--- src/rtl/piso_serializer_if.sv ---
// Handshake bundle for piso_serializer: load side (word in) and stream side (symbols out).
// slave = the serializer, master = the environment driving words and consuming symbols.
interface piso_serializer_if #(
  parameter int unsigned SIZE_DATA_IN  = 8,
  parameter int unsigned SIZE_DATA_OUT = 1
);
  logic                     i_load;
  logic [SIZE_DATA_IN-1:0]  i_data;
  logic                     o_ready;
  logic [SIZE_DATA_OUT-1:0] o_data;
  logic                     o_valid;
  logic                     i_ready;
  logic                     o_last;
  logic                     o_done;

  modport slave (
    input  i_load, i_data, i_ready,
    output o_ready, o_data, o_valid, o_last, o_done
  );

  modport master (
    output i_load, i_data, i_ready,
    input  o_ready, o_data, o_valid, o_last, o_done
  );
endinterface

--- src/rtl/piso_serializer.sv ---
// Parallel-in serial-out converter: one SIZE_DATA_IN word in, DEPTH symbols out with last/done.
// Optional one-entry holding register for bubble-free back-to-back words: PISO_SKID_BUFFER_EN.
module piso_serializer #(
  parameter int unsigned SIZE_DATA_IN  = 8,
  parameter int unsigned SIZE_DATA_OUT = 1,
  parameter bit          MSB_FIRST     = 1'b1
) (
  input logic               i_clk,
  input logic               i_rst_n,
  piso_serializer_if.slave  bus_io
);

  localparam int unsigned DEPTH = SIZE_DATA_IN / SIZE_DATA_OUT;
  localparam int unsigned CW    = (DEPTH > 1) ? $clog2(DEPTH) : 1;

  if ((SIZE_DATA_IN % SIZE_DATA_OUT) != 0 || DEPTH < 2) begin : gen_param_err
    $error("piso_serializer: SIZE_DATA_IN must be a multiple of SIZE_DATA_OUT with DEPTH >= 2");
  end

  typedef enum logic [0:0] {StIdle, StShift} state_e;

  state_e                  state_q, state_d;
  logic [SIZE_DATA_IN-1:0] shift_q, shift_d;
  logic [CW-1:0]           cnt_q, cnt_d;
  logic                    done_q, done_d;

`ifdef PISO_SKID_BUFFER_EN
  logic [SIZE_DATA_IN-1:0] hold_q, hold_d;
  logic                    hold_full_q, hold_full_d;
`endif

  logic                     valid;
  logic                     ready;
  logic                     last;
  logic                     xfer;
  logic                     load_acc;
  logic [SIZE_DATA_OUT-1:0] sym;
  logic [SIZE_DATA_IN-1:0]  shifted;

  // Output symbol is taken straight from the register, never from i_data.
  if (MSB_FIRST) begin : gen_msb
    assign sym     = shift_q[SIZE_DATA_IN-1 -: SIZE_DATA_OUT];
    assign shifted = shift_q << SIZE_DATA_OUT;
  end else begin : gen_lsb
    assign sym     = shift_q[SIZE_DATA_OUT-1:0];
    assign shifted = shift_q >> SIZE_DATA_OUT;
  end

  always_comb begin
    valid = (state_q == StShift);
    last  = valid && (cnt_q == CW'(DEPTH - 1));
`ifdef PISO_SKID_BUFFER_EN
    ready = ~hold_full_q;
`else
    ready = (state_q == StIdle);
`endif
    xfer     = valid & bus_io.i_ready;
    load_acc = bus_io.i_load & ready;
  end

  always_comb begin
    state_d = state_q;
    shift_d = shift_q;
    cnt_d   = cnt_q;
    done_d  = 1'b0;
`ifdef PISO_SKID_BUFFER_EN
    hold_d      = hold_q;
    hold_full_d = hold_full_q;
`endif

    unique case (state_q)
      StIdle: begin
        if (load_acc) begin
          shift_d = bus_io.i_data;
          cnt_d   = '0;
          state_d = StShift;
        end
      end

      StShift: begin
`ifdef PISO_SKID_BUFFER_EN
        // A load landing on the final transfer goes straight to the shift register instead.
        if (load_acc && !(xfer && last)) begin
          hold_d      = bus_io.i_data;
          hold_full_d = 1'b1;
        end
`endif
        if (xfer) begin
          shift_d = shifted;
          cnt_d   = cnt_q + CW'(1);
          if (last) begin
            done_d = 1'b1;
            cnt_d  = '0;
`ifdef PISO_SKID_BUFFER_EN
            if (hold_full_q) begin
              shift_d     = hold_q;
              hold_full_d = 1'b0;
            end else if (load_acc) begin
              shift_d = bus_io.i_data;
            end else begin
              state_d = StIdle;
            end
`else
            state_d = StIdle;
`endif
          end
        end
      end

      default: state_d = StIdle;
    endcase
  end

  always_ff @(posedge i_clk or negedge i_rst_n) begin
    if (!i_rst_n) begin
      state_q <= StIdle;
      shift_q <= '0;
      cnt_q   <= '0;
      done_q  <= 1'b0;
    end else begin
      state_q <= state_d;
      shift_q <= shift_d;
      cnt_q   <= cnt_d;
      done_q  <= done_d;
    end
  end

`ifdef PISO_SKID_BUFFER_EN
  always_ff @(posedge i_clk or negedge i_rst_n) begin
    if (!i_rst_n) begin
      hold_q      <= '0;
      hold_full_q <= 1'b0;
    end else begin
      hold_q      <= hold_d;
      hold_full_q <= hold_full_d;
    end
  end
`endif

  assign bus_io.o_ready = ready;
  assign bus_io.o_valid = valid;
  assign bus_io.o_data  = sym;
  assign bus_io.o_last  = last;
  assign bus_io.o_done  = done_q;

endmodule

--- src/flat_wrapper.sv ---
// flat-port wrapper written by rule: the top's interface ports become plain ports
module piso_serializer_flat 
#(
  parameter int unsigned SIZE_DATA_IN  = 8,
  parameter int unsigned SIZE_DATA_OUT = 1,
  parameter bit          MSB_FIRST     = 1'b1
)
  (i_clk, i_rst_n, bus_io_i_load, bus_io_i_data, bus_io_i_ready, bus_io_o_ready, bus_io_o_data, bus_io_o_valid, bus_io_o_last, bus_io_o_done);
  piso_serializer_if #(.SIZE_DATA_IN(SIZE_DATA_IN), .SIZE_DATA_OUT(SIZE_DATA_OUT)) bus_io_i ();
  input logic i_clk;
  input logic i_rst_n;
  input wire logic [$bits(bus_io_i.i_load)-1:0] bus_io_i_load;
  input wire logic [$bits(bus_io_i.i_data)-1:0] bus_io_i_data;
  input wire logic [$bits(bus_io_i.i_ready)-1:0] bus_io_i_ready;
  output wire logic [$bits(bus_io_i.o_ready)-1:0] bus_io_o_ready;
  output wire logic [$bits(bus_io_i.o_data)-1:0] bus_io_o_data;
  output wire logic [$bits(bus_io_i.o_valid)-1:0] bus_io_o_valid;
  output wire logic [$bits(bus_io_i.o_last)-1:0] bus_io_o_last;
  output wire logic [$bits(bus_io_i.o_done)-1:0] bus_io_o_done;
  assign bus_io_i.i_load = bus_io_i_load;
  assign bus_io_i.i_data = bus_io_i_data;
  assign bus_io_i.i_ready = bus_io_i_ready;
  assign bus_io_o_ready = bus_io_i.o_ready;
  assign bus_io_o_data = bus_io_i.o_data;
  assign bus_io_o_valid = bus_io_i.o_valid;
  assign bus_io_o_last = bus_io_i.o_last;
  assign bus_io_o_done = bus_io_i.o_done;
  piso_serializer #(.SIZE_DATA_IN(SIZE_DATA_IN), .SIZE_DATA_OUT(SIZE_DATA_OUT), .MSB_FIRST(MSB_FIRST)) u_core (.i_clk(i_clk), .i_rst_n(i_rst_n), .bus_io(bus_io_i));
endmodule
--- config.mk ---
export PLATFORM = sky130hd
export DESIGN_NAME = piso_serializer_flat
export DESIGN_NICKNAME = d
export VERILOG_FILES = /design/src/rtl/piso_serializer_if.sv /design/src/rtl/piso_serializer.sv /design/src/flat_wrapper.sv
export SDC_FILE = /design/constraint.sdc
export NUM_CORES = 1
export LEC_CHECK = 0
export ABC_AREA = 1
export BUFFER_PORTS_ARGS = -buffer_cell sky130_fd_sc_hd__buf_4
export CAP_MARGIN = 30
export CORE_MARGIN = 10
export CORE_UTILIZATION = 49
export DETAILED_ROUTE_END_ITERATION = 12
export PLACE_DENSITY = 0.79
export SYNTH_ARGS = -nofsm -noshare
export SYNTH_HDL_FRONTEND = slang
export SYNTH_SLANG_ARGS = --single-unit
--- constraint.sdc ---
create_clock -name i_clk -period 1.49 [get_ports i_clk]
set_input_delay 0.298 -clock i_clk [delete_from_list [all_inputs] [get_ports i_clk]]
set_output_delay 0.298 -clock i_clk [all_outputs]
set_load 0.05 [all_outputs]
==> impl_results.md <==
- Status: complete, but fails checks
- Violated checks: negative setup slack
- Final Max Slew Viols: 0
- Setup TNS: -0.0877 ns
- Hold slack: between 0.2 and 0.3 ns
- Post-synth top cells: nand2_1, dfrtp_1, nand3_1
- Synth area leader: dfrtp_1
- Final WS setup: -0.0877 ns
- Yosys synthesis warning count: 0
- Worst slew pin tran: between 0.2 and 0.25 ns
- WL met3: 158 µm
- Endpoints failing setup: 1
- Post-synth top area share: 0.500
- Synth async-reset ratio: 1.00
- Max-cap violations: 0
- Net Count, Synth: 98
- Avg WL per Cell: about 13 µm
- Largest net degree at the start of global routing: 14
- Fin util: 0.707
- Number of synthesized flops with an enable pin: 0
- Fillers: 92
- Slowest CP cell: dfrtp_1
- Setup Crit Path Kind: flip-flop to output port
- Worst VDD drop: about 0.96 mV
- Area of placed instances: 774 µm²
- Met2 routed WL: a little over 800 µm
- Critical path endpoint category: output port
- Max clock buf depth: 2
- Pre-antenna DRT Iters: 4
- Root buf cell: clkbuf_4
- Period utilization: 1.06
- Gate Count Post-Synth: 84
- Worst endpoint required time: 1.19 ns
- Top Layer Used: met4
- CP peak stage delay: roughly 0.4 ns
- Area growth syn-to-layout: 37.9%
- Port bufs: 16
- Vias/cell: about 5.0
- Ys flop type: dfrtp_1
- Yosys cell types: 14
- Design area: approximately 900 µm²
- Most common cell in the netlist: nand2_1
- Initial Util: 0.513
- TritonCTS Buffers: 3
- Routability cong.: approximately 0.77
- DR iter-0 viols: 19
- Max-slew headroom: 0.849
- Arr. time, crit path: approximately 1.3 ns
- Initial antenna violation count: 0
- DRC viols: 0
- Worst Path Max Fanout: 2
- Final Hold Fails: 0
- Synth top area cells: dfrtp_1, nand2_1, nand3_1
- Layout net count: between 100 and 150
- Dpl hpwl: roughly 1100 µm
- CTS tree: done
- First-pass GRT wire length: around 2500 µm
- Met1 WL: 681 µm
- # clock sinks: 13
- Full die area: approximately 3200 µm²
- Htree depth: 1
- Share of layout cells above drive strength 1: 0.336
- GRT overflow: 0
- Number of global-route vias before repair: 558
- Core Region: 1270 µm²
- ANT nets after route: 0
- Setup skew after layout: between 0.001 and 0.0015 ns
- Syn_area_per_cell: between 7 and 8 µm²
- Pwr/cell area: 1660 nW/µm²
- FF+latch count, synth: 13
- Type of the worst min-delay path: input pin to flip-flop
- Peak Freq: 0.634 GHz
- Post-synthesis sequential area ratio: 0.500
- CP Launch Type: flip-flop
- Chip Width: ~56 µm
- Total number of vias: between 600 and 700
- # IOs: 17
- RSZ-0062 raised after global routing: true
- Leakage: around 0.51 nW
- Skew-Pair Late Insertion Delay: between 0.2 and 0.3 ns
- Total GRT Usage: 0.0937
- Fin crit period: between 1.5 and 2 ns
- Row cnt: 13
- Synth Cell Area: approximately 650 µm²
- Die Span Y: approximately 56 µm
- Cell Chain, Critical Path: ha_2, ha_4, nand2_2, inv_2, buf_8
- Ant diodes: 0
- Worst path bufs/invs: 2
- Total wire length: between 1500 and 2000 µm
- CTS clk-pin slew, worst paths: ~0.080 ns
- CP delay by family, top: flip-flops
## tightest hold or removal path, delay by kind of cell
| kind | cells | cell delay, ns |
|---|---|---|
| buffers and inverters | 1 | 0.07 |
| and+or+nand+nor | 2 | 0.13 |
## report_power, final
group | switching [W] | internal, W
registers | 0.0000901 | 0.000474
clock network | 0.000115 | 0.000104
logic | 0.000386 | 0.000316
## final timing paths
kind                            cells past startpoint                               to                     startpoint  slack [ns]
max in group asynchronous                           2  u_core.bus_io.o_valid$_DFF_PN0_                        i_rst_n        0.91
worst max-delay path                                5                    bus_io_o_last    u_core.cnt_q[1]$_DFFE_PN0P_       -0.09
worst min-delay path                                3    u_core.shift_q[0]$_DFFE_PN0P_               bus_io_i_data[0]        0.26
worst min register to register                      2    u_core.shift_q[3]$_DFFE_PN0P_  u_core.shift_q[3]$_DFFE_PN0P_        0.52
min in group asynchronous                           2      u_core.cnt_q[2]$_DFFE_PN0P_                        i_rst_n        0.40
worst max register to register                      6      u_core.cnt_q[0]$_DFFE_PN0P_    u_core.cnt_q[1]$_DFFE_PN0P_        0.07
## layout by cell type, fill, tap and decap left out
cell type,count
buf_4,23
inv_1,4
dfrtp_1,12
a21oi_1,1
dfrtp_2,1
inv_2,1
dlygate4sd3_1,1
ha_2,1
clkbuf_1,1
nand2_1,39
o22ai_1,1
nor2_1,1
ha_4,1
clkbuf_4,3
a21oi_2,1
nand2_2,3
nand3_1,13
or2_4,1
inv_4,1
buf_8,1
## cell families after synthesis
logic type,share of synthesized area
fa+ha+maj,0.0385
buf+inv,0.0711
compound gates,0.0250
flops,0.500
simple gates,0.365
## per-layer routing
layer,vias to the layer above,GRT usage
met5,-,0
met4,0,0.0309
met3,4,0.0472
met2,24,0.144
met1,281,0.109
li1,316,-
## metrics by stage
step,std cells,total power [W],setup WS [ns]
after floorplan,84,0.000948,0.0691
after global placement,113,0.00107,0.117
after detailed placement,113,0.00110,0.0772
after CTS,121,0.00140,-0.0806
after global routing,125,0.00159,-0.125
final,125,0.00149,-0.0877
## final cells by class
| type | instances | area, µm² | share of cell area |
|---|---|---|---|
| flip-flops and latches | 13 | 327 | 0.364 |
| well taps | 15 | 18.8 | 0.0209 |
| repair buffers | 25 | 198 | 0.220 |
| multi-input cells | 62 | 303 | 0.338 |
| inverters | 6 | 25.0 | 0.0279 |
| clock buffers | 4 | 26.3 | 0.0293 |
## state kept, by name (all words and copies together) (netlist names)
| register | flops |
|---|---|
| u_core.shift_q | 8 |
| u_core.cnt_q | 3 |
| u_core.bus_io.o_done | 1 |
| u_core.bus_io.o_valid | 1 |
## timing repair
action                                  CTS  global route
hold buffers                              1             0
setup buffers                             3             4
resized for setup                         6             4
pin swaps                                 2             3
hold endpoints to repair                 13             0
endpoints found under the setup margin    2             2
No activity file was read; power rests on OpenSTA's default activity.
